`src/rtl/mpe_job_sequencer_pkg.sv`:
```
// Shared types and constants for the MPE job sequencer.
// Holds the sequencer state encoding, MPE precision-mode codes, the fp16
// lane width and the job-command record captured on accept.
package mpe_job_sequencer_pkg;

    // Width of one MPE result element (fp16)
    localparam int FP16_W = 16;

    // Field widths of the job record; sized for the widest supported job
    // so the record does not depend on a particular instance's parameters.
    localparam int JOB_KLEN_MAX_W = 16;
    localparam int JOB_ADDR_MAX_W = 16;

    // Precision-mode codes as interpreted by the MPE operand shifters
    localparam logic [1:0] MODE_INT8 = 2'b00;
    localparam logic [1:0] MODE_INT4 = 2'b01;
    localparam logic [1:0] MODE_FP16 = 2'b10;
    localparam logic [1:0] MODE_FP8  = 2'b11;

    // Job-level controller states
    typedef enum logic [2:0] {
        ST_IDLE     = 3'd0,
        ST_ISSUE    = 3'd1,
        ST_DRAIN    = 3'd2,
        ST_WAIT_OUT = 3'd3,
        ST_HOLD     = 3'd4
    } seq_state_t;

    // Job command as registered on accept
    typedef struct packed {
        logic [JOB_KLEN_MAX_W-1:0] k_len;
        logic [1:0]                mode;
        logic [JOB_ADDR_MAX_W-1:0] a_base;
        logic [JOB_ADDR_MAX_W-1:0] b_base;
    } job_cmd_t;

endpackage

```
`src/rtl/mpe_job_sequencer_addr_gen.sv`:
```
// Operand-buffer address generator for the MPE job sequencer.
// After a start pulse it raises rd_en for exactly k_len consecutive cycles
// with addresses base+i (wrapping at the address width), then pulses done
// on the cycle the last operand word reaches the MPE (one cycle after the
// final read, matching the buffer's one-cycle read latency).
module mpe_seq_addr_gen
    import mpe_job_sequencer_pkg::*;
#(
    parameter int KLEN_W = 8,
    parameter int ADDR_W = 10
) (
    input  logic              clk,
    input  logic              rst_n,
    input  logic              start,
    input  logic [KLEN_W-1:0] k_len,
    input  logic [ADDR_W-1:0] a_base,
    input  logic [ADDR_W-1:0] b_base,
    output logic              rd_en,
    output logic [ADDR_W-1:0] rd_addr_a,
    output logic [ADDR_W-1:0] rd_addr_b,
    output logic              done
);

    logic [KLEN_W-1:0] idx_reg;
    logic              active_reg;
    logic              done_reg;
    logic              last_issue;

    // Final read of the job is being issued this cycle
    assign last_issue = active_reg && (idx_reg == (k_len - KLEN_W'(1)));

    // Issue-length counter; a start pulse restarts the chunk index at zero
    always_ff @(posedge clk or negedge rst_n) begin
        if (!rst_n) begin
            idx_reg    <= '0;
            active_reg <= 1'b0;
            done_reg   <= 1'b0;
        end else begin
            done_reg <= last_issue;
            if (start) begin
                active_reg <= 1'b1;
                idx_reg    <= '0;
            end else if (active_reg) begin
                if (last_issue) begin
                    active_reg <= 1'b0;
                end else begin
                    idx_reg <= idx_reg + KLEN_W'(1);
                end
            end
        end
    end

    assign rd_en     = active_reg;
    assign rd_addr_a = a_base + ADDR_W'(idx_reg);
    assign rd_addr_b = b_base + ADDR_W'(idx_reg);
    assign done      = done_reg;

endmodule

```
`src/rtl/mpe_job_sequencer.sv`:
```
// Job-level controller for one matrix PE instance.
// Accepts a tile job, streams operand-buffer reads, zero-gates the MPE
// operand ports outside the job's data window, strobes end-of-accumulation,
// then captures and holds the MPE result for a valid/ready consumer.
// Optional build macro: MPE_SEQ_PERF_EN adds saturating perf_jobs and
// perf_stall counters.
module mpe_job_sequencer
    import mpe_job_sequencer_pkg::*;
#(
    parameter int DIM1        = 2,
    parameter int DIM2        = 1,
    parameter int KLEN_W      = 8,
    parameter int ADDR_W      = 10,
    parameter int OUT_TIMEOUT = 15
) (
    input  logic                          clk,
    input  logic                          rst_n,
    input  logic                          cmd_valid,
    output logic                          cmd_ready,
    input  logic [KLEN_W-1:0]             cmd_k_len,
    input  logic [1:0]                    cmd_mode,
    input  logic [ADDR_W-1:0]             cmd_a_base,
    input  logic [ADDR_W-1:0]             cmd_b_base,
    output logic                          rd_en,
    output logic [ADDR_W-1:0]             rd_addr_a,
    output logic [ADDR_W-1:0]             rd_addr_b,
    output logic                          mpe_op_zero,
    output logic                          mpe_in_valid,
    output logic [1:0]                    mpe_mode,
    input  logic                          mpe_out_valid,
    input  logic [DIM1*DIM2*FP16_W-1:0]   mpe_out,
    output logic                          res_valid,
    input  logic                          res_ready,
    output logic [DIM1*DIM2*FP16_W-1:0]   res_data,
    output logic                          busy,
    output logic [1:0]                    err
`ifdef MPE_SEQ_PERF_EN
    ,
    output logic [31:0]                   perf_jobs,
    output logic [31:0]                   perf_stall
`endif
);

    localparam int LANES = DIM1 * DIM2;
    localparam int TO_W  = $clog2(OUT_TIMEOUT + 2);

    seq_state_t       state_reg, state_next;
    job_cmd_t         cmd_job;
    job_cmd_t         job_reg;
    logic             accept;
    logic             start;
    logic             issue_done;
    logic             capture;
    logic             release_res;
    logic             timeout_hit;
    logic [TO_W-1:0]  tcnt_reg;
    logic [1:0]       err_reg;
    logic             res_valid_reg;
    logic             op_zero_reg;
    logic             unused_job_hi;

    assign accept      = cmd_valid && (state_reg == ST_IDLE);
    assign start       = accept && (cmd_k_len != '0);
    assign capture     = (state_reg == ST_WAIT_OUT) && mpe_out_valid;
    assign release_res = (state_reg == ST_HOLD) && res_ready;
    assign timeout_hit = (state_reg == ST_WAIT_OUT) && !mpe_out_valid
                         && (tcnt_reg == TO_W'(OUT_TIMEOUT));

    // Pack the offered command into the job record (unused high bits zero)
    always_comb begin
        cmd_job                     = '0;
        cmd_job.k_len[KLEN_W-1:0]   = cmd_k_len;
        cmd_job.mode                = cmd_mode;
        cmd_job.a_base[ADDR_W-1:0]  = cmd_a_base;
        cmd_job.b_base[ADDR_W-1:0]  = cmd_b_base;
    end

    // High bits of the record are always zero for this instance
    assign unused_job_hi = |(job_reg.k_len >> KLEN_W)
                         | |(job_reg.a_base >> ADDR_W)
                         | |(job_reg.b_base >> ADDR_W);

    // Job register: loaded on every accept, so mpe_mode only moves there
    always_ff @(posedge clk or negedge rst_n) begin
        if (!rst_n) begin
            job_reg <= '0;
        end else if (accept) begin
            job_reg <= cmd_job;
        end
    end

    mpe_seq_addr_gen #(
        .KLEN_W (KLEN_W),
        .ADDR_W (ADDR_W)
    ) u_addr_gen (
        .clk       (clk),
        .rst_n     (rst_n),
        .start     (start),
        .k_len     (job_reg.k_len[KLEN_W-1:0]),
        .a_base    (job_reg.a_base[ADDR_W-1:0]),
        .b_base    (job_reg.b_base[ADDR_W-1:0]),
        .rd_en     (rd_en),
        .rd_addr_a (rd_addr_a),
        .rd_addr_b (rd_addr_b),
        .done      (issue_done)
    );

    // State register
    always_ff @(posedge clk or negedge rst_n) begin
        if (!rst_n) begin
            state_reg <= ST_IDLE;
        end else begin
            state_reg <= state_next;
        end
    end

    // Next-state and state-decoded outputs; ISSUE lasts until the last
    // operand word has been presented, so DRAIN strobes right after it
    always_comb begin
        state_next   = state_reg;
        cmd_ready    = 1'b0;
        busy         = 1'b1;
        mpe_in_valid = 1'b0;
        case (state_reg)
            ST_IDLE: begin
                cmd_ready = 1'b1;
                busy      = 1'b0;
                if (start) begin
                    state_next = ST_ISSUE;
                end
            end
            ST_ISSUE: begin
                if (issue_done) begin
                    state_next = ST_DRAIN;
                end
            end
            ST_DRAIN: begin
                mpe_in_valid = 1'b1;
                state_next   = ST_WAIT_OUT;
            end
            ST_WAIT_OUT: begin
                if (capture) begin
                    state_next = ST_HOLD;
                end else if (timeout_hit) begin
                    state_next = ST_IDLE;
                end
            end
            ST_HOLD: begin
                if (release_res) begin
                    state_next = ST_IDLE;
                end
            end
            default: begin
                state_next = ST_IDLE;
            end
        endcase
    end

    // Timeout counter: counts cycles since the strobe while waiting
    always_ff @(posedge clk or negedge rst_n) begin
        if (!rst_n) begin
            tcnt_reg <= '0;
        end else if (state_reg == ST_DRAIN) begin
            tcnt_reg <= TO_W'(1);
        end else if (state_reg == ST_WAIT_OUT) begin
            tcnt_reg <= tcnt_reg + TO_W'(1);
        end
    end

    // Operand gating: data arrives one cycle after each read enable
    always_ff @(posedge clk or negedge rst_n) begin
        if (!rst_n) begin
            op_zero_reg <= 1'b1;
        end else begin
            op_zero_reg <= ~rd_en;
        end
    end

    // Sticky error flags and result-valid handshake
    always_ff @(posedge clk or negedge rst_n) begin
        if (!rst_n) begin
            err_reg       <= 2'b00;
            res_valid_reg <= 1'b0;
        end else begin
            if (accept && (cmd_k_len == '0)) begin
                err_reg[0] <= 1'b1;
            end
            if (timeout_hit) begin
                err_reg[1] <= 1'b1;
            end
            if (capture) begin
                res_valid_reg <= 1'b1;
            end else if (release_res) begin
                res_valid_reg <= 1'b0;
            end
        end
    end

    // Result capture, one fp16 lane per generated register
    for (genvar gi = 0; gi < LANES; gi++) begin : g_lane
        logic [FP16_W-1:0] lane_reg;

        // Hold the lane stable from capture until the next capture
        always_ff @(posedge clk or negedge rst_n) begin
            if (!rst_n) begin
                lane_reg <= '0;
            end else if (capture) begin
                lane_reg <= mpe_out[gi*FP16_W +: FP16_W];
            end
        end

        assign res_data[gi*FP16_W +: FP16_W] = lane_reg;
    end

`ifdef MPE_SEQ_PERF_EN
    logic [31:0] perf_jobs_reg;
    logic [31:0] perf_stall_reg;

    // Saturating counters: completed result handshakes and HOLD stalls
    always_ff @(posedge clk or negedge rst_n) begin
        if (!rst_n) begin
            perf_jobs_reg  <= '0;
            perf_stall_reg <= '0;
        end else begin
            if (release_res && (perf_jobs_reg != '1)) begin
                perf_jobs_reg <= perf_jobs_reg + 32'd1;
            end
            if ((state_reg == ST_HOLD) && !res_ready && (perf_stall_reg != '1)) begin
                perf_stall_reg <= perf_stall_reg + 32'd1;
            end
        end
    end

    assign perf_jobs  = perf_jobs_reg;
    assign perf_stall = perf_stall_reg;
`endif

    assign mpe_mode    = job_reg.mode;
    assign mpe_op_zero = op_zero_reg;
    assign res_valid   = res_valid_reg;
    assign err         = err_reg;

endmodule

```
`config.mk`:
```
export PLATFORM = sky130hd
export DESIGN_NAME = mpe_job_sequencer
export DESIGN_NICKNAME = d
export VERILOG_FILES = /design/src/rtl/mpe_job_sequencer_pkg.sv /design/src/rtl/mpe_job_sequencer_addr_gen.sv /design/src/rtl/mpe_job_sequencer.sv
export SDC_FILE = /design/constraint.sdc
export NUM_CORES = 1
export LEC_CHECK = 0
export CORE_MARGIN = 4
export CORE_UTILIZATION = 44
export CTS_CLUSTER_DIAMETER = 150
export DETAILED_ROUTE_END_ITERATION = 8
export GPL_TIMING_DRIVEN = 0
export PLACE_DENSITY_LB_ADDON = 0.15
export RECOVER_POWER = 25
export SYNTH_ARGS = -nofsm -noshare
export SYNTH_HDL_FRONTEND = slang
export SYNTH_SLANG_ARGS = --single-unit
```
`constraint.sdc`:
```
create_clock -name clk -period 3.4 [get_ports clk]
set_input_delay 1.02 -clock clk [delete_from_list [all_inputs] [get_ports clk]]
set_output_delay 1.02 -clock clk [all_outputs]
set_load 0.05 [all_outputs]
```
# == Word level (Yosys, flattened, before mapping) ==
# Index checks and enable logic that the tools add are counted.
# word_totals
regBits,84
latch_bits,0
mem_bits_rw,0
romBits,0
input_bits,67
out_inout_bits,62
word_cells,68
n_memories,0
# op_classes
addsub,5
multipliers,0
div,0
n_lt_le_gt_ge,0
n_eq_ne,11
shift,0
muxes,19
n_bitwise,1
reduce_logical,17
# ops
cell,count
$mux 8,3
$add 10x8->10,2
$mux 3,5
$pmux 3 s5,1
$mux 5,2
$add 8x1->8 const B,1
$eq 8x8->1,1
$logic_and 1x1->1,8
$logic_not 8->1,1
$mux 1,8
$reduce_bool 8->1,1
$sub 8x1->8 const B,1
$eq 3x2->1 const B,2
$ne 2x2->1 const B,3
$reduce_bool 2->1,3
$add 5x1->5 const B,1
$eq 5x4->1 const B,1
$reduce_and 4->1,1
$eq 3x1->1 const B,1
$eq 3x3->1 const B,1
$logic_not 3->1,1
$ne 3x3->1 const B,1
$ne 2x1->1 const B,1
$reduce_and 2->1,1
2 further kinds,2

# == Logic depth before layout (Yosys ltp) ==
# Gate-level depths: netlist of run 1.
# depth
word_depth,6
ltp_mapped,9
depth_no_buf,9

# == Cells and area by module ==
# From an unflattened synthesis of run 1, not the netlist that was laid out.
# unflattened
hier_cells,381
hier_area_um2,4606.9
# by_module_without_submodules
module,instances,cells_each,area_each_um2,seq_area_each_um2
mpe_job_sequencer,1,197,3086.7,1853.0
mpe_seq_addr_gen,1,184,1520.2,250.2

# == Worst setup path before layout of run 1 ==
# OpenSTA, ideal clock, no wires.
# synth_timing
path_type,flip-flop to output port
startpoint,register u_addr_gen.idx_reg[0]
endpoint,output port rd_addr_b[6]
t_arrival_ns,2.514
t_required_ns,2.380
path_slack_ns,-0.134
path_stages_with_launch,10
n_path_buf,0
cell_sequence,dfrtp_1 > ha_1 > inv_1 > fa_1 > nor2b_1 > o21ai_0 > a21boi_0 > o21ai_0 > nor2b_1 > xnor2_1
# synth_via
elab_chain_cells,1
# synth_lines
item,line,source
start: declaration,mpe_job_sequencer_addr_gen.sv:24,logic [KLEN_W-1:0] idx_reg;
start signal: assignment,mpe_job_sequencer_addr_gen.sv:47,idx_reg <= idx_reg + KLEN_W'(1);
$add 10x8->10,mpe_job_sequencer_addr_gen.sv:55,assign rd_addr_b = b_base + ADDR_W'(idx_reg);
end: declaration,mpe_job_sequencer.sv:26,"output logic [ADDR_W-1:0] rd_addr_b,"
# No other way between the ends.

# == Worst setup path in the final report of run 1 ==
# layout_timing
startpoint,register u_addr_gen.idx_reg[1]
endpoint,output port rd_addr_a[9]
# layout_via
elab_chain_cells,1
# layout_lines
item,line,source
$add 10x8->10,mpe_job_sequencer_addr_gen.sv:54,assign rd_addr_a = a_base + ADDR_W'(idx_reg);
end: declaration,mpe_job_sequencer.sv:25,"output logic [ADDR_W-1:0] rd_addr_a,"
# No other way between the ends.

==> qor.txt, run 1 <==
status = complete, but fails checks
failing checks = negative setup slack
FMAX = 0.270 GHz
area of the multi-input gates = 2240 um^2
Maximum Capacitance Violations = 0
crit path launch type = register
relative slew slack = 0.0470
Worst Path Arrival = 2680 ps
reg2reg setup slack = 1040 ps
final wirelength = 10500 um
CTS Hold Buffers Added = 0
sequential-to-total area share from yosys stat = 0.484
Hold Crit Start = err[0]
DP Cell Count = 645
Adder-Cell Fraction of Synth Area = 0.0667
Clk Latency, worst-skew pair = 360 ps
Avg Inst Size Synth = 11.4 um^2
CTS tree = done
reg2reg start = job_reg[34]
routed vias = 3467
Critical R2R Capture = u_addr_gen.idx_reg[5]
CTS buffer count = 9
count leader, synth = dfrtp_1
Vias/cell = 5.13
post-route insts no fill = 676
WL/cell = 15.6 um
largest net degree at the start of global routing = 66
CP Class = register to primary output
layout cells sized above 1 = 0.274
GP Congestion = 0.832
die height = 107 um
register area = 2110 um^2
met1 usage = 0.209
Slew Viols, Final = 0
GRT busiest layer = met2
Rows = 36
first-pass GRT wire length = 16800 um
Remaining Overflow, GRT = 0
total track usage = 0.184
clock slew at the register clock pins of the worst setup and hold paths = 90 ps
Cells after Synth = 383
ant diodes = 0
Tmin final = 3700 ps
multiplexer share of the synthesized area = 0.155
Crit. End Element = primary output
Synth Warn # = 0
Yosys reg bits = 84
RSZ-0062 raised after global routing = true
post-synthesis xor/xnor area fraction = 0.0463
core box area = 9680 um^2
met3 usage = 0.0912
drt drc = 0
CTS Buffer Depth = 2
setup tns final = -757 ps
final core utilization = 0.649
total die area = 11500 um^2
initial core utilization = 0.449
worst-path fanout max = 4
final worst-path cycle share = 1.09
ys async rst share = 1.00
max reg flops = 32
clk sink count = 84
HPWL Detailed = 7540 um
Setup Skew = 9.15 ps
DRT antenna net count = 0
syn nets = 472
First-pass DRT Iterations = 4
largest family of logic cells by synthesized area = multiplexers
Distinct cells, synth = 51
final-report hold violation count = 0
area fraction of the dominant cell type after synthesis = 0.478
Iter 0 DRT Violations = 91
final setup fails = 7
ys flop type = dfrtp_1
Finished Cell Area = 6290 um^2
# H-tree levels = 3
die width = 107 um
Final Worst Setup Slack = -297 ps
Mapped Area = 4350 um^2
io pins = 129
M2 GR Usage = 0.310
post-synth top area cell = dfrtp_1
PortBufs = 128
commonest cells in the synthesized netlist = dfrtp_1 (83), mux2_2 (58), nand2_1 (29), ha_1 (20), inv_1 (20)
Synth Area in Compound Gates = 0.0949
number of flops mapped to enable cells by yosys = 0
Layout fillers = 784
clk root buf = clkbuf_8
Hold Path Depth = 1
ranking of synthesized cells by area = dfrtp_1 (48%), mux2_2 (15%), ha_1 (5.8%)
Post-DP Area = 5860 um^2
Area Growth Syn to Fin = 44.6%
Min-Delay Path Class = register to register
vias in the first global route = 3570
NumNets Final = 627
Worst-Margin Slew = 1430 ps
Hold EP = err[0]
worst endpoint required time = 2380 ps
simple-gate share of the synthesized area = 0.118
initial antenna violation count = 0
r2r worst-path depth = 8
## through the flow
| stage | setup slack (ps) | hold WS (ps) |
|---|---|---|
| 6_report | -297 | 478 |
| 5_1_grt | -392 | 496 |
| 4_1_cts | -357 | 481 |
| 3_5_place_dp | -704 | 458 |
| 3_3_place_gp | -1830 | 453 |
| 2_1_floorplan | 64.8 | 465 |
## metal layers
metal | part of all wire | vias up
li1 | - | 1672
met1 | 0.40 | 1666
met2 | 0.49 | 114
met3 | 0.095 | 15
met4 | 0.015 | 0
met5 | 0 | -
## critical path, cell delays in order, from the launching register on
cell      delay, ps
dfrtp_2         450
buf_6           130
ha_4            200
a21o_1          180
a21oi_2         200
nor2b_2          70
o41a_1          360
or4_1           420
nand4b_1        120
buf_6           170
## cell usage in the layout, fill, tap and decap left out, types with 4 or more instances in the layout
master | synthesis | layout
inv_1 | 20 | 17
clkbuf_8 | 0 | 9
mux2_2 | 58 | 58
ha_1 | 20 | 16
buf_4 | 3 | 18
nand3_1 | 7 | 7
xnor2_1 | 17 | 15
xor2_1 | 6 | 4
o21a_1 | 6 | 6
clkdlybuf4s50_1 | 0 | 109
buf_6 | 1 | 9
or4_1 | 8 | 7
nor3_1 | 9 | 9
a21oi_2 | 0 | 4
a21oi_1 | 10 | 6
clkbuf_1 | 8 | 10
buf_2 | 3 | 6
dfrtp_1 | 83 | 81
dlymetal6s2s_1 | 0 | 4
nand2_1 | 29 | 29
o21ai_0 | 17 | 13
o21ai_2 | 0 | 4
nor2_1 | 14 | 12
## logic make-up after synthesis
| family | count (synthesis) |
|---|---|
| xor gates and xnor gates | 23 |
| buffers and inverters | 35 |
| AOI/OAI and AO/OA | 61 |
| adders and majority gates | 22 |
| DFF | 84 |
| muxes | 60 |
| and+or+nand+nor | 98 |
## what timing repair did
| action | in CTS | in global routing |
|---|---|---|
| cloned | 0 | 0 |
| endpoints found under the setup margin | 18 | 16 |
| pin swaps | 17 | 18 |
| setup buffers | 11 | 5 |
| resized for setup | 92 | 33 |
## area by class of cell
type	count	share of cell area
Tap cell	133	0.0265
Inverter	20	0.0119
Clock inverter	6	0.0149
Clock buffer	10	0.0203
Buffer	15	0.0125
Sequential cell	84	0.335
Multi-Input combinational cell	264	0.357
Timing Repair Buffer	144	0.222
## worst max path at each step
stage	startpoint	end	slack, ps	depth (start not counted)
finish	u_addr_gen.idx_reg[1]	rd_addr_a[9]	-300	9
global route	u_addr_gen.idx_reg[1]	rd_addr_a[9]	-390	9
CTS	job_reg[1]	rd_addr_b[9]	-360	8
detailed placement	u_addr_gen.idx_reg[1]	rd_addr_b[9]	-700	8
global placement	rst_n	g_lane[1].lane_reg[14]	-1830	1
floorplan	u_addr_gen.idx_reg[1]	rd_addr_a[9]	60	7
Power of run 1 is left out: the tool's default activity adds up to more than one toggle a clock period on the data nets, which glitch-free logic cannot reach.
==> run 2: changes to the inputs <==
--- a/config.mk
+++ b/config.mk
@@ -7,6 +7,7 @@
 export LEC_CHECK = 0
 export CORE_MARGIN = 4
 export CORE_UTILIZATION = 44
+export CTS_BUF_LIST = sky130_fd_sc_hd__clkbuf_16
 export CTS_CLUSTER_DIAMETER = 150
 export DETAILED_ROUTE_END_ITERATION = 8
 export GPL_TIMING_DRIVEN = 0
@@ -15,3 +16,4 @@
 export SYNTH_ARGS = -nofsm -noshare
 export SYNTH_HDL_FRONTEND = slang
 export SYNTH_SLANG_ARGS = --single-unit
+export TNS_END_PERCENT = 30
==> run 2 against run 1 <==
  * The flow finishes with violations (max-capacitance violations, max-slew violations, negative setup slack)
  * Highest routed layer unchanged
  * Sequential share of layout area rose by 0.28 points
  * Critical path depth shrank 1
  * Critical path type unchanged
  * Flip-flop and latch count did not move
  * Worst hold slack improved by 2.1 ps
  * Final area fell by 0.82%
  * Via count fell by 0.46%
  * Worst setup slack better by 19 ps
  * First-iteration DRC count fell by 6.6%
  * Largest cell class unchanged
==> qor.txt, run 2 (same netlist as run 1, synthesis figures left out) <==
Iter 0 DRT Violations = 85 (was 91)
Setup Skew = 6.73 ps (was 9.15 ps)
PortBufs = 128 (unchanged)
Area Growth Syn to Fin = 43.4% (was 44.6%)
total track usage = 0.188 (was 0.184)
# H-tree levels = 3 (unchanged)
CTS tree = done (unchanged)
Clk Latency, worst-skew pair = 330 ps (was 360 ps)
Crit. End Element = primary output (unchanged)
CP peak stage delay = 490 ps (was 450 ps)
Leakage Power = 2.72 nW
vias in the first global route = 3618 (was 3570)
Worst-Margin Slew = 1660 ps (was 1430 ps)
max reg flops = 32 (unchanged)
Final Worst Setup Slack = -278 ps (was -297 ps)
FMAX = 0.272 GHz (was 0.270 GHz)
GP Congestion = 0.805 (was 0.832)
final core utilization = 0.644 (was 0.649)
Tmin final = 3680 ps (was 3700 ps)
Hold Path Depth = 1 (unchanged)
post-route insts no fill = 667 (was 676)
Min-Delay Path Class = register to register (unchanged)
Layout fillers = 781 (was 784)
die width = 107 um (unchanged)
CTS Hold Buffers Added = 0 (unchanged)
die height = 107 um (unchanged)
final setup fails = 3 (was 7)
Hold Crit Start = err[0] (unchanged)
Rows = 36 (unchanged)
part of the power in registers = 0.238
Slew Viols, Final = 32 (was 0)
final wirelength = 10500 um (about the same)
failing checks = max-capacitance violations, max-slew violations, negative setup slack (was negative setup slack)
most common cell after layout, fill and taps aside = clkdlybuf4s50_1 (unchanged)
Int Pwr = 0.00385 W
reg2reg start = job_reg[34] (unchanged)
core box area = 9680 um^2 (unchanged)
RSZ-0062 raised after global routing = true (unchanged)
HPWL Detailed = 7900 um (was 7540 um)
clock share of power = 0.148
Vias/cell = 5.17 (was 5.13)
largest net degree at the start of global routing = 55 (was 66)
io pins = 129 (unchanged)
clk root buf = clkbuf_16 (was clkbuf_8)
final-report hold violation count = 0 (unchanged)
clk sink count = 84 (unchanged)
Worst Path Arrival = 2660 ps (was 2680 ps)
initial antenna violation count = 0 (unchanged)
relative slew slack = -0.106 (was 0.0470)
most frequent cells in the layout = clkdlybuf4s50_1 (112), dfrtp_1 (81), mux2_2 (58) (was clkdlybuf4s50_1 (109), dfrtp_1 (81), mux2_2 (58))
sw power = 0.00345 W
DP Cell Count = 645 (unchanged)
crit path launch type = register (unchanged)
VDD IR max = 0.000750 V
WL/cell = 15.8 um (was 15.6 um)
Critical R2R Capture = u_addr_gen.idx_reg[4] (was u_addr_gen.idx_reg[5])
Maximum Capacitance Violations = 1 (was 0)
DRT antenna net count = 0 (unchanged)
worst endpoint required time = 2380 ps (about the same)
ant diodes = 0 (unchanged)
reg2reg setup slack = 1020 ps (was 1040 ps)
r2r worst-path depth = 8 (unchanged)
NumNets Final = 618 (was 627)
Remaining Overflow, GRT = 0 (unchanged)
routed vias = 3451 (was 3467)
first-pass GRT wire length = 17200 um (was 16800 um)
layout cells sized above 1 = 0.227 (was 0.274)
final worst-path cycle share = 1.08 (was 1.09)
PD cells = 1170 nW/um^2
combinational share of power = 0.613
switch share = 0.472
status = complete, but fails checks (unchanged)
First-pass DRT Iterations = 4 (unchanged)
drt drc = 0 (unchanged)
cells along the critical path = ha_4 -> a21o_1 -> a21oi_2 -> nor2b_2 -> o41a_1 -> and4b_1 -> or4_4 -> buf_8 (was buf_6 -> ha_4 -> a21o_1 -> a21oi_2 -> nor2b_2 -> o41a_1 -> or4_1 -> nand4b_1 -> buf_6)
total die area = 11500 um^2 (unchanged)
worst-path fanout max = 4 (unchanged)
CP Class = register to primary output (unchanged)
CTS Buffer Depth = 2 (unchanged)
Hold EP = err[0] (unchanged)
CTS buffer count = 9 (unchanged)
slowest CP cell = or4_4 (was dfrtp_2)
initial core utilization = 0.449 (unchanged)
clock slew at the register clock pins of the worst setup and hold paths = 60 ps (was 90 ps)
-- run 2: changes by cell type in the layout (fill, tap and decap cells not counted), sizes merged --
cell and change:
clkinv +1, buf -12, clkdlybuf4s15 +1, clkdlybuf4s50 +3, dlymetal6s2s -3, inv -1
dlygate4sd2 +1, bufinv +1
-- run 2: per-stage QoR --
| stage | power [W] | hold slack, ps | TNS, ps | setup WS (ps) | instance area [um^2] |
|---|---|---|---|---|---|
| final | 0.00730 | 480 | -477 | -278 | 6240 |
| after CTS | 0.00733 | 493 | -539 | -327 | 6240 |
| after global routing | 0.00772 | 501 | -1010 | -333 | 6240 |
| after floorplan | 0.00478 | 465 | -360 | -134 | 4360 |
| after global placement | 0.00604 | 453 | -154960 | -1800 | 5800 |
| after detailed placement | 0.00613 | 472 | -5110 | -771 | 5830 |
-- run 2: critical path: cells and delay by family (launching register included) --
| kind | cells | cell delay [ps] |
|---|---|---|
| AND/OR/NAND/NOR | 3 | 770 |
| AO/OA/AOI/OAI | 3 | 740 |
| flip-flops | 1 | 440 |
| buffers and inverters | 1 | 170 |
| adder cells (fa/ha/maj) | 1 | 210 |
-- run 2: layout make-up --
type                    count  area [um^2]  share of cell area
plain buffers              15         77.6              0.0124
clock buffers               9          225              0.0361
clock inverters             7          109              0.0175
inverters                  20         75.1              0.0120
multi-input cells         264         2170               0.348
flip-flops and latches     84         2110               0.338
well taps                 133          166              0.0267
repair buffers            135         1310               0.209
-- run 2: layer usage --
| layer | up-vias | global-route usage | routed length (um) | part of all wire |
|---|---|---|---|---|
| li1 | 1655 | - | - | - |
| met1 | 1686 | 0.227 | 4430 | 0.42 |
| met2 | 99 | 0.319 | 5180 | 0.49 |
| met3 | 11 | 0.0654 | 816 | 0.078 |
| met4 | 0 | 0.0550 | 89 | 0.0085 |
| met5 | - | 0 | 0 | 0 |
-- run 2: repair_timing --
action	4_1_cts	5_1_grt
setup endpoints to repair	18	12
gates resized for setup	80	20
pin swaps	11	5
setup buffers	5	1
-- run 2: power groups by stage --
stage | sequential, W | clock (W) | combinational, W
2_1_floorplan | 0.00231 | 0 | 0.00247
4_1_cts | 0.00174 | 0.00112 | 0.00447
3_5_place_dp | 0.00175 | 0 | 0.00438
6_report | 0.00174 | 0.00108 | 0.00448
5_1_grt | 0.00180 | 0.00116 | 0.00476
3_3_place_gp | 0.00173 | 0 | 0.00431
-- run 2: how the worst max path moves through the flow --
| stage | startpoint | endpoint | slack [ps] | cells after the start |
|---|---|---|---|---|
| 2_1_floorplan | u_addr_gen.idx_reg[0] | rd_addr_a[6] | -130 | 9 |
| 3_5_place_dp | u_addr_gen.idx_reg[1] | rd_addr_b[9] | -770 | 8 |
| 5_1_grt | u_addr_gen.idx_reg[1] | rd_addr_b[9] | -330 | 8 |
| 6_report | u_addr_gen.idx_reg[1] | rd_addr_b[9] | -280 | 8 |
| 4_1_cts | u_addr_gen.idx_reg[1] | rd_addr_b[9] | -330 | 8 |
| 3_3_place_gp | rst_n | g_lane[1].lane_reg[11] | -1800 | 1 |
Note: power is estimated with default switching activity, not from simulation.
==> run 3: changes to the inputs <==
==> constraint.sdc (replaced) <==
create_clock -name clk -period 3.4 [get_ports clk]
set_input_delay 1.02 -clock clk [delete_from_list [all_inputs] [get_ports clk]]
set_output_delay 1.02 -clock clk [all_outputs]
set_load 0.02 [all_outputs]
==> run 3 against run 2 <==
  * The run still ends with max-capacitance violations, max-slew violations, negative setup slack left
  * Via count fell by 1.6%
  * Clock skew fell by 3.7 ps
  * Worst setup slack improved by 160 ps
  * Critical path depth did not move
  * Combinational power fell by 24%
  * Largest power group unchanged
  * Highest routed layer unchanged
==> qor.txt, run 3 (same netlist as run 1, synthesis figures left out) <==
register area = 2110 um^2 (unchanged)
total die area = 11500 um^2 (unchanged)
status = complete, but fails checks (unchanged)
PD cells = 984 nW/um^2 (was 1170 nW/um^2)
drt drc = 0 (unchanged)
combinational share of power = 0.559 (was 0.613)
crit path from = u_addr_gen.idx_reg[1] (unchanged)
Critical R2R Capture = u_addr_gen.idx_reg[5] (was u_addr_gen.idx_reg[4])
PortBufs = 128 (unchanged)
sw power = 0.00237 W (was 0.00345 W)
crit path launch type = register (unchanged)
CTS buffer count = 9 (unchanged)
CP peak stage delay = 450 ps (was 490 ps)
final-report hold violation count = 0 (unchanged)
DRT antenna net count = 0 (unchanged)
HPWL Detailed = 7870 um (was 7900 um)
Worst-Margin Slew = 1550 ps (was 1660 ps)
Iter 0 DRT Violations = 150 (was 85)
initial antenna violation count = 0 (unchanged)
clk root buf = clkbuf_16 (unchanged)
Remaining Overflow, GRT = 0 (unchanged)
CTS Buffer Depth = 2 (unchanged)
Rows = 36 (unchanged)
Min-Delay Path Class = register to register (unchanged)
Tmin final = 3510 ps (was 3680 ps)
Crit. End Element = primary output (unchanged)
routed vias = 3395 (was 3451)
failing checks = max-capacitance violations, max-slew violations, negative setup slack (unchanged)
final worst-path cycle share = 1.03 (was 1.08)
Int Pwr = 0.00370 W (was 0.00385 W)
GP Congestion = 0.877 (was 0.805)
reg2reg setup slack = 1060 ps (was 1020 ps)
final setup fails = 2 (was 3)
CP Class = register to primary output (unchanged)
total track usage = 0.187 (was 0.188)
final core utilization = 0.637 (was 0.644)
Final Worst Setup Slack = -115 ps (was -278 ps)
r2r worst-path depth = 8 (unchanged)
max reg flops = 32 (unchanged)
core box area = 9680 um^2 (unchanged)
clock slew at the register clock pins of the worst setup and hold paths = 60 ps (about the same)
Layout fillers = 751 (was 781)
reg2reg start = job_reg[34] (unchanged)
VDD IR max = 0.000641 V (was 0.000750 V)
Leakage Power = 2.69 nW (was 2.72 nW)
ant diodes = 0 (unchanged)
CP Capture Point = rd_addr_b[9] (unchanged)
relative slew slack = -0.0311 (was -0.106)
Setup Skew = 3.04 ps (was 6.73 ps)
Clk Latency, worst-skew pair = 330 ps (about the same)
WL/cell = 15.7 um (was 15.8 um)
part of the power in registers = 0.285 (was 0.238)
Worst Path Arrival = 2490 ps (was 2660 ps)
first-pass GRT wire length = 17100 um (was 17200 um)
First-pass DRT Iterations = 4 (unchanged)
slowest CP cell = dfrtp_2 (was or4_4)
initial core utilization = 0.449 (unchanged)
most frequent cells in the layout = clkdlybuf4s50_1 (115), dfrtp_1 (81), mux2_2 (58) (was clkdlybuf4s50_1 (112), dfrtp_1 (81), mux2_2 (58))
switch share = 0.390 (was 0.472)
RSZ-0062 raised after global routing = true (unchanged)
final wirelength = 10500 um (about the same)
clk sink count = 84 (unchanged)
# H-tree levels = 3 (unchanged)
Maximum Capacitance Violations = 1 (unchanged)
die width = 107 um (unchanged)
CTS tree = done (unchanged)
worst-path fanout max = 4 (unchanged)
Hold WS = 472 ps (was 480 ps)
Vias/cell = 5.07 (was 5.17)
worst endpoint required time = 2380 ps (about the same)
most common cell after layout, fill and taps aside = clkdlybuf4s50_1 (unchanged)
largest net degree at the start of global routing = 70 (was 55)
vias in the first global route = 3590 (was 3618)
Slew Viols, Final = 70 (was 32)
layout cells sized above 1 = 0.207 (was 0.227)
cells along the critical path = ha_4 -> a21o_1 -> a21oi_2 -> nor2b_1 -> o41a_1 -> and4b_1 -> or4_4 -> buf_6 (was ha_4 -> a21o_1 -> a21oi_2 -> nor2b_2 -> o41a_1 -> and4b_1 -> or4_4 -> buf_8)
Area Growth Syn to Fin = 41.8% (was 43.4%)
clock share of power = 0.156 (was 0.148)
setup tns final = -179 ps (was -477 ps)
area of the multi-input gates = 2140 um^2 (was 2170 um^2)
die height = 107 um (unchanged)
io pins = 129 (unchanged)
NumNets Final = 620 (was 618)
FMAX = 0.285 GHz (was 0.272 GHz)
==> run 3: cell types whose count changed in the layout (fill, tap and decap cells not counted), moves of 2 or more <==
cell             delta
a21boi_2            -2
bufinv_16           -2
a21boi_1            +2
nor2b_2             -2
clkdlybuf4s50_1     +3
clkinv_1            +2
nor2b_1             +2
==> run 3: cell type report <==
type / instances / share of cell area
clock buffer: 9 / 0.0365
buffer: 15 / 0.0126
inverter: 20 / 0.0122
timing repair buffer: 137 / 0.214
tap: 133 / 0.0270
sequential: 84 / 0.341
clock inverter: 7 / 0.00953
multi-input combinational: 264 / 0.347
==> run 3: critical path: cells and delay by family (launching register included) <==
kind,cells,cell delay (ps)
AOI/OAI and AO/OA,3,660
and+or+nand+nor,3,690
DFF,1,450
adders and majority gates,1,220
buffers and inverters,1,150
==> run 3: what timing repair did <==
item                       4_1_cts  5_1_grt
setup buffers                    6        2
gates resized for setup         50       10
hold buffers                     0        0
setup endpoints to repair       12       10
pin swaps                        8        5
==> run 3: routing by layer <==
metal	track usage	wire length, um	vias up
li1	-	-	1661
met1	0.224	4430	1605
met2	0.314	4920	117
met3	0.0690	971	12
met4	0.0613	151	0
met5	0	0	-
==> run 3: power groups by stage <==
stage	Combinational (W)	Clock, W	Sequential [W]
finish	0.00339	0.000946	0.00173
global route	0.00368	0.00102	0.00179
CTS	0.00338	0.000971	0.00173
detailed placement	0.00332	0	0.00175
global placement	0.00325	0	0.00172
floorplan	0.00180	0	0.00190
==> run 3: worst min-delay path by stage <==
stage	from	slack (ps)	to	cells past startpoint
5_1_grt	err[0]	490	err[0]	1
4_1_cts	err[1]	480	err[1]	1
6_report	err[1]	470	err[1]	1
2_1_floorplan	tcnt_reg[1]	460	tcnt_reg[1]	2
3_5_place_dp	err[1]	460	err[1]	1
3_3_place_gp	err[0]	460	err[0]	1
==> run 3: metrics by stage <==
step	power, W	cells	instance area (um^2)	setup WS [ps]
floorplan	0.00370	383	4350	114
global placement	0.00497	644	5800	-1860
detailed placement	0.00507	645	5820	-506
CTS	0.00608	667	6160	-168
global route	0.00649	669	6170	-178
finish	0.00607	669	6170	-115
